File: src/rtl/alu4_exec_ctrl.sv
// alu4_exec_ctrl: issue/writeback controller wrapped around a combinational alu4.
// Accepts one instruction per handshake, snapshots operands from a 4x4-bit
// register file into the alu4 input registers, waits EXEC_WAIT settle cycles,
// then writes the alu4 result back and latches the flags.
module alu4_exec_ctrl #(
  parameter int unsigned EXEC_WAIT = 0
) (
  input  logic       clk,
  input  logic       reset_n,
  input  logic       instr_valid,
  output logic       instr_ready,
  input  logic       instr_ld,
  input  logic [2:0] instr_op,
  input  logic [1:0] instr_rd,
  input  logic [1:0] instr_rs,
  input  logic [1:0] instr_rt,
  input  logic       instr_imm_en,
  input  logic [3:0] instr_imm,
  output logic [3:0] alu_a,
  output logic [3:0] alu_b,
  output logic [2:0] alu_op,
  input  logic [3:0] alu_result,
  input  logic       alu_c,
  input  logic       alu_n,
  input  logic       alu_z,
  input  logic       alu_v,
  output logic       flag_c,
  output logic       flag_n,
  output logic       flag_z,
  output logic       flag_v,
  output logic       busy,
  output logic       done,
  input  logic [1:0] rd_sel,
  output logic [3:0] rd_data
);

  typedef enum logic [1:0] {
    ST_IDLE = 2'd0,
    ST_EXEC = 2'd1,
    ST_DONE = 2'd2
  } state_t;

  state_t     state_q, state_d;
  logic [3:0] regs_q [4];
  logic [3:0] regs_d [4];
  logic [3:0] alu_a_q, alu_a_d;
  logic [3:0] alu_b_q, alu_b_d;
  logic [2:0] alu_op_q, alu_op_d;
  logic [1:0] rd_q, rd_d;          // destination captured at accept
  logic [3:0] flags_q, flags_d;    // {c, n, z, v}
  logic [2:0] cnt_q, cnt_d;
  logic       ready_q, ready_d;
  logic       busy_q, busy_d;
  logic       done_q, done_d;

  // Next-state, datapath and registered-output decode for the issue/exec/done sequence.
  always_comb begin
    state_d  = state_q;
    regs_d   = regs_q;
    alu_a_d  = alu_a_q;
    alu_b_d  = alu_b_q;
    alu_op_d = alu_op_q;
    rd_d     = rd_q;
    flags_d  = flags_q;
    cnt_d    = cnt_q;
    case (state_q)
      ST_IDLE: begin
        if (instr_valid) begin
          if (instr_ld) begin
            // Loads bypass the ALU and leave the flags alone.
            regs_d[instr_rd] = instr_imm;
            state_d          = ST_DONE;
          end else begin
            // Operands are snapshotted here so rd may alias rs/rt safely.
            alu_a_d  = regs_q[instr_rs];
            alu_b_d  = instr_imm_en ? instr_imm : regs_q[instr_rt];
            alu_op_d = instr_op;
            rd_d     = instr_rd;
            cnt_d    = 3'(EXEC_WAIT);
            state_d  = ST_EXEC;
          end
        end else begin
          state_d = ST_IDLE;
        end
      end
      ST_EXEC: begin
        if (cnt_q != 3'd0) begin
          cnt_d = cnt_q - 3'd1;
        end else begin
          regs_d[rd_q] = alu_result;
          flags_d      = {alu_c, alu_n, alu_z, alu_v};
          state_d      = ST_DONE;
        end
      end
      ST_DONE: begin
        state_d = ST_IDLE;
      end
      default: begin
        state_d = ST_IDLE;
      end
    endcase
    ready_d = (state_d == ST_IDLE);
    busy_d  = (state_d != ST_IDLE);
    done_d  = (state_d == ST_DONE);
  end

  // State, register file and output registers with synchronous active-low reset.
  always_ff @(posedge clk) begin
    if (!reset_n) begin
      state_q  <= ST_IDLE;
      regs_q   <= '{default: 4'd0};
      alu_a_q  <= 4'd0;
      alu_b_q  <= 4'd0;
      alu_op_q <= 3'd0;
      rd_q     <= 2'd0;
      flags_q  <= 4'd0;
      cnt_q    <= 3'd0;
      ready_q  <= 1'b1;
      busy_q   <= 1'b0;
      done_q   <= 1'b0;
    end else begin
      state_q  <= state_d;
      regs_q   <= regs_d;
      alu_a_q  <= alu_a_d;
      alu_b_q  <= alu_b_d;
      alu_op_q <= alu_op_d;
      rd_q     <= rd_d;
      flags_q  <= flags_d;
      cnt_q    <= cnt_d;
      ready_q  <= ready_d;
      busy_q   <= busy_d;
      done_q   <= done_d;
    end
  end

  assign instr_ready = ready_q;
  assign busy        = busy_q;
  assign done        = done_q;
  assign alu_a       = alu_a_q;
  assign alu_b       = alu_b_q;
  assign alu_op      = alu_op_q;
  assign flag_c      = flags_q[3];
  assign flag_n      = flags_q[2];
  assign flag_z      = flags_q[1];
  assign flag_v      = flags_q[0];
  // Debug read port is combinational so a writeback is visible right after its edge.
  assign rd_data     = regs_q[rd_sel];

endmodule

File: config.mk
export PLATFORM = sky130hd
export DESIGN_NAME = alu4_exec_ctrl
export DESIGN_NICKNAME = d
export VERILOG_FILES = /design/src/rtl/alu4_exec_ctrl.sv
export SDC_FILE = /design/constraint.sdc
export NUM_CORES = 1
export LEC_CHECK = 0
export CORE_MARGIN = 2
export CORE_UTILIZATION = 45
export DETAILED_ROUTE_END_ITERATION = 7
export GPL_TIMING_DRIVEN = 0
export PLACE_DENSITY = 0.81
export SYNTH_ARGS = -nofsm -noshare
export SYNTH_HDL_FRONTEND = slang
export SYNTH_SLANG_ARGS = --single-unit
File: constraint.sdc
create_clock -name clk -period 2.5 [get_ports clk]
set_input_delay 0.5 -clock clk [delete_from_list [all_inputs] [get_ports clk]]
set_output_delay 0.5 -clock clk [all_outputs]
set_load 0.03 [all_outputs]
After elaboration in Yosys (flattened, before gate mapping) --
Index checks and enable logic that the tools add are counted.
Cells by class: $add $sub $neg 1, muxes and demuxes 28, bitwise logic cells 7, equal/unequal tests 7, magnitude comparators 7, reductions and logical operators 11
Operators with widths (count):
- 16-bit 2-to-1 mux | 3
- 4-bit 2-to-1 mux | 9
- 16-bit bitwise mux | 2
- 16-bit case mux with 2 select lines | 1
- 4-bit binary-select mux with 2-bit select | 3
- 4-bit demux with 2-bit select | 2
- 3-bit greater-or-equal comparator, second input constant | 5
- 2-bit NOT with 3-bit output | 5
- 2-bit != test, second input constant | 5
- 3-bit 2-to-1 mux | 3
- 4-bit AND reduction | 2
- 3-bit by 1-bit < comparator with 1-bit output, second input constant | 2
- 2-bit 2-to-1 mux | 3
- 3-bit case mux with 2 select lines | 1
- 2-bit zero test | 2
- 2-bit case mux with 2 select lines | 1
- 2-bit nonzero test | 2
- 3-bit AND reduction | 1
- 3-bit nonzero test | 1
- 3-bit by 1-bit subtractor with 3-bit output, second input constant | 1
- 2-bit by 1-bit equality test with 1-bit output, second input constant | 1
- 2-bit equality test, second input constant | 1
- 1-bit logical AND | 2
- 1-bit NOT | 2
- 2-bit AND reduction | 1
Word-level totals: output and inout port bits 22, input bits 28, register bits 41

Longest topological paths before layout --
depth after elaboration 9, gate-level depth with buffers 8, depth with buffers taken out 6

Least setup slack after synthesis --
Ideal clock, no wire load.
path kind register to register, from register cnt_q[0], to register regs_q[10] (netlist name), period minus slack after synthesis 1.727 ns, path slack 0.773 ns, setup time 0.078 ns, required time 2.422 ns, cell stages (with the launch flop) 9, arrival 1.649 ns, path through dfxtp_1 inv_1 ha_1 ha_1 clkbuf_1 a32oi_1 buf_2 nor3_1 nor3_1
On the way: word-level cells in the longest chain between the ends 3
RTL lines:
- start: declaration | line 51 | logic [2:0] cnt_q, cnt_d;
- start signal: assignment | line 129 | cnt_q <= cnt_d;
- 3-bit nonzero test | line 87 | if (cnt_q != 3'd0) begin
- 2-bit != test (no source line)
- 4-bit AND reduction (no source line)
- end signal: assignment | line 123 | regs_q <= regs_d;
- end: declaration | line 44 | logic [3:0] regs_q [4];
No other way between the ends. A chain may end at the register's enable or synchronous reset.

Worst setup path in the final report --
from input port rd_sel[0], to output port rd_data[0]
On the way: word-level cells in the longest chain between the ends 4
RTL lines:
- start: declaration | line 33 | input logic [1:0] rd_sel,
- 2-bit NOT with 3-bit output (implied by the code) | line 147 | assign rd_data = regs_q[rd_sel];
- 4-bit binary-select mux with 2-bit select | line 147
- 4-bit 2-to-1 mux (implied by the code) (2 in series) | line 147
- end: declaration | line 34 | output logic [3:0] rd_data
No other way between the ends. The select of a mux whose other input is x is not followed.

==> flow_summary.yaml <==
place:
  port_buffers: 48
  routabilityCongestion: 0.895
  pre_cts_ws_ns: -0.262
  dp_hpwl_um: 4420
  dpl_cell_area_mm2: 0.00277
floorplan:
  die_height_um: 74.1
  die-area_mm2: 0.00548
  core_area_mm2: 0.00472
  die_w_um: 74.1
  num_io_pins: 50
  row_count: 25
  initial_core_util_pct: 46.8
critical_path:
  required_ns: 2.00
  critPathSlowestCell: "mux4_2"
  crit_fanout: 4
  endpoint_kind: "output pin"
  crit_chain: "dlymetal6s2s_1 -> mux4_2 -> dlygate4sd2_1"
  cp_num_buf_inv: 2
  r2r-start: "cnt_q[0]$_SDFFE_PN0P_"
  max_stage_delay_ns: 0.54
  worstSetupPathType: "in2out"
  start_kind: "input pin"
  cp.arrival_ns: 1.62
  cpLargestDelayFamily: "buffers and inverters"
  crit_path_start: "rd_sel[0]"
clocking:
  cts_tree: "built"
  numCtsBuffers: 5
  holdBufCountCts: 0
  numClockSinks: 41
  cts-root-buf: "clkbuf_8"
  clkLatencyLatePin_ns: 0.30
  cts_buffer_depth: 2
  clk_pin_slew_ns: 0.08
  htree_num_levels: 2
yosys:
  synth_nets: 268
  synthTopCellsByCount: "dfxtp_1, a21oi_1, nor3_1, nand2_1"
  synth-main-ff-cell: "dfxtp_1"
  synth_cell_type_count: 31
  netlist_area_mm2: 0.00221
  yosysTopAreaCellShare_pct: 37.2
  yosysSeqAreaShare_pct: 37.2
  yosys_warnings: 0
  ys_top_cells_by_area: "dfxtp_1, mux4_2, a21oi_1"
  synth_area_per_cell_um2: 9.28
  synth-async-reset-ratio_pct: 0
  ys_ff_latch: 41
  synth_top_area_cell: "dfxtp_1"
  synth_edf_count: 0
  synth_most_common_cell: "dfxtp_1"
  syn_inst: 238
timing:
  drv_slew: 0
  tightest_slew_ns: 0.569
  finalCriticalPeriod_ns: 2.12
  rsz0062_at_grt: "no"
  relSlewSlack_pct: 62.0
  max_clock_freq_mhz: 472
  whs_ns: 0.454
  min_period_over_period_pct: 84.7
  finalClockSkew_ns: 0.00622
  setup_viol: 0
  layout_setup_ws_ns: 0.382
  hold_violations: 0
worst_hold_path:
  min_from: "alu_op[0]$_SDFFE_PN0P_"
  hp-class: "reg2reg"
global_routing:
  grt_max_degree: 13
  gr-usage-all-layers_pct: 22.3
  grt_pass1_vias: 1938
  gr-total-overflow: 0
  antenna_found_initial: 0
  grt_pass1_wl_um: 9220
flow_run:
  cap_violations: 0
detailed_routing:
  drc: 0
  drt-initial-drc-count: 195
  drt-vias-per-instance: 5.71
  ant_nets: 0
  drt_first_pass_iters: 4
  avgRoutedWirePerCell_um: 15.8
  wl_um: 5700
  vias: 2062
pwr:
  power.leakage_nw: 0.993
  powerDensity_mw_per_mm2: 543
  irDropWorstVdd_mv: 0.248
layout:
  areaGrowthSynthToFinish_pct: 30.9
  final_area_mm2: 0.00289
  final_nets: 323
  drive_gt1_share_pct: 13.3
  antenna_cells: 0
  nFillCells: 424
outcome:
  status: "finished clean"
-- metrics by stage --
stage | util, % | instances | setup TNS, ns | power [mW]
2_1_floorplan | - | 238 | 0 | 0.907
3_3_place_gp | 58.7 | 353 | -0.888 | 1.03
3_5_place_dp | 58.7 | 353 | -0.950 | 1.04
4_1_cts | 61.1 | 361 | 0 | 1.58
5_1_grt | 61.2 | 361 | 0 | 1.63
6_report | 61.2 | 361 | 0 | 1.57
-- path summary, 6_finish.rpt --
kind	end	slack (ns)	cells past startpoint
worst max register to register	regs_q[6]$_SDFFE_PN0P_	0.48	8
worst min-delay path	alu_op[0]$_SDFFE_PN0P_	0.45	2
worst max-delay path	rd_data[0]	0.38	3
worst min register to register	alu_op[0]$_SDFFE_PN0P_	0.45	2
-- report_power, final --
| group | internal, mW | leakage (nW) | switching (mW) | total (mW) |
|---|---|---|---|---|
| sequential | 0.682 | 0.334 | 0.0226 | 0.705 |
| clock | 0.325 | 0.0585 | 0.225 | 0.550 |
| combinational | 0.148 | 0.601 | 0.167 | 0.316 |
| total | 1.16 | 0.993 | 0.415 | 1.57 |
-- registers in the layout, indices dropped and copies added (netlist names) --
signal       cells
flags_q          4
done             1
instr_ready      1
regs_q          16
state_q          2
alu_op           3
rd_q             2
busy             1
cnt_q            3
alu_a            4
alu_b            4
-- repair_timing --
item                                    CTS  global route
resized for setup                         6             2
setup buffers                             0             0
endpoints found under the setup margin    4             3
-- routing by layer --
metal / GRT usage, % / vias to the layer above / routed length [um]
met5: 0 / - / 0
met4: 6.67 / 0 / 70
met3: 4.07 / 9 / 399
met2: 40.7 / 90 / 2920
met1: 26.6 / 961 / 2310
li1: - / 1002 / -
-- worst register-to-register path: stages, from the launching register on --
cell and delay [ns]:
dfxtp_1 0.35, inv_1 0.05, ha_1 0.19, ha_1 0.19, clkbuf_1 0.23, a32oi_1 0.41
buf_2 0.29, nor3_1 0.09, nor3_1 0.14
-- cell families (layout without fill, tap and decap cells) --
group | after synthesis | after routing | synth area share (%)
and+or+nand+nor | 89 | 89 | 20.9
AOI/OAI and AO/OA | 59 | 59 | 16.9
adders and majority gates | 2 | 2 | 1.13
muxes | 23 | 23 | 18.0
DFF | 41 | 41 | 37.2
buffers and inverters | 24 | 80 | 5.89
-- placed cells by master (no fill, tap or decap), types with 2 or more instances in the layout --
master and count:
inv_1 9, mux2i_1 5, buf_6 4, mux2i_2 2, dlymetal6s2s_1 2, nor2_1 11
clkdlybuf4s50_1 42, clkbuf_8 6, ha_1 2, o21ai_0 4, a21oi_1 36, nand2_1 25
buf_4 2, o32ai_1 12, nand2b_1 5, dfxtp_1 41, mux2_2 3, clkbuf_1 7
mux4_2 12, buf_2 2, a311oi_1 4, dlygate4sd2_1 3, nand3b_1 4, nor3_1 27
nand3_1 12
-- final cells by class --
| cell class | count | area (um2) | area share [%] |
|---|---|---|---|
| clock buffer | 7 | 86.3 | 2.99 |
| tap | 67 | 83.8 | 2.90 |
| timing repair buffer | 48 | 483 | 16.7 |
| sequential | 41 | 821 | 28.4 |
| clock inverter | 1 | 30.0 | 1.04 |
| inverter | 9 | 33.8 | 1.17 |
| multi-input combinational | 173 | 1260 | 43.5 |
| buffer | 15 | 96.3 | 3.33 |
(Power assumes the default switching activity.)
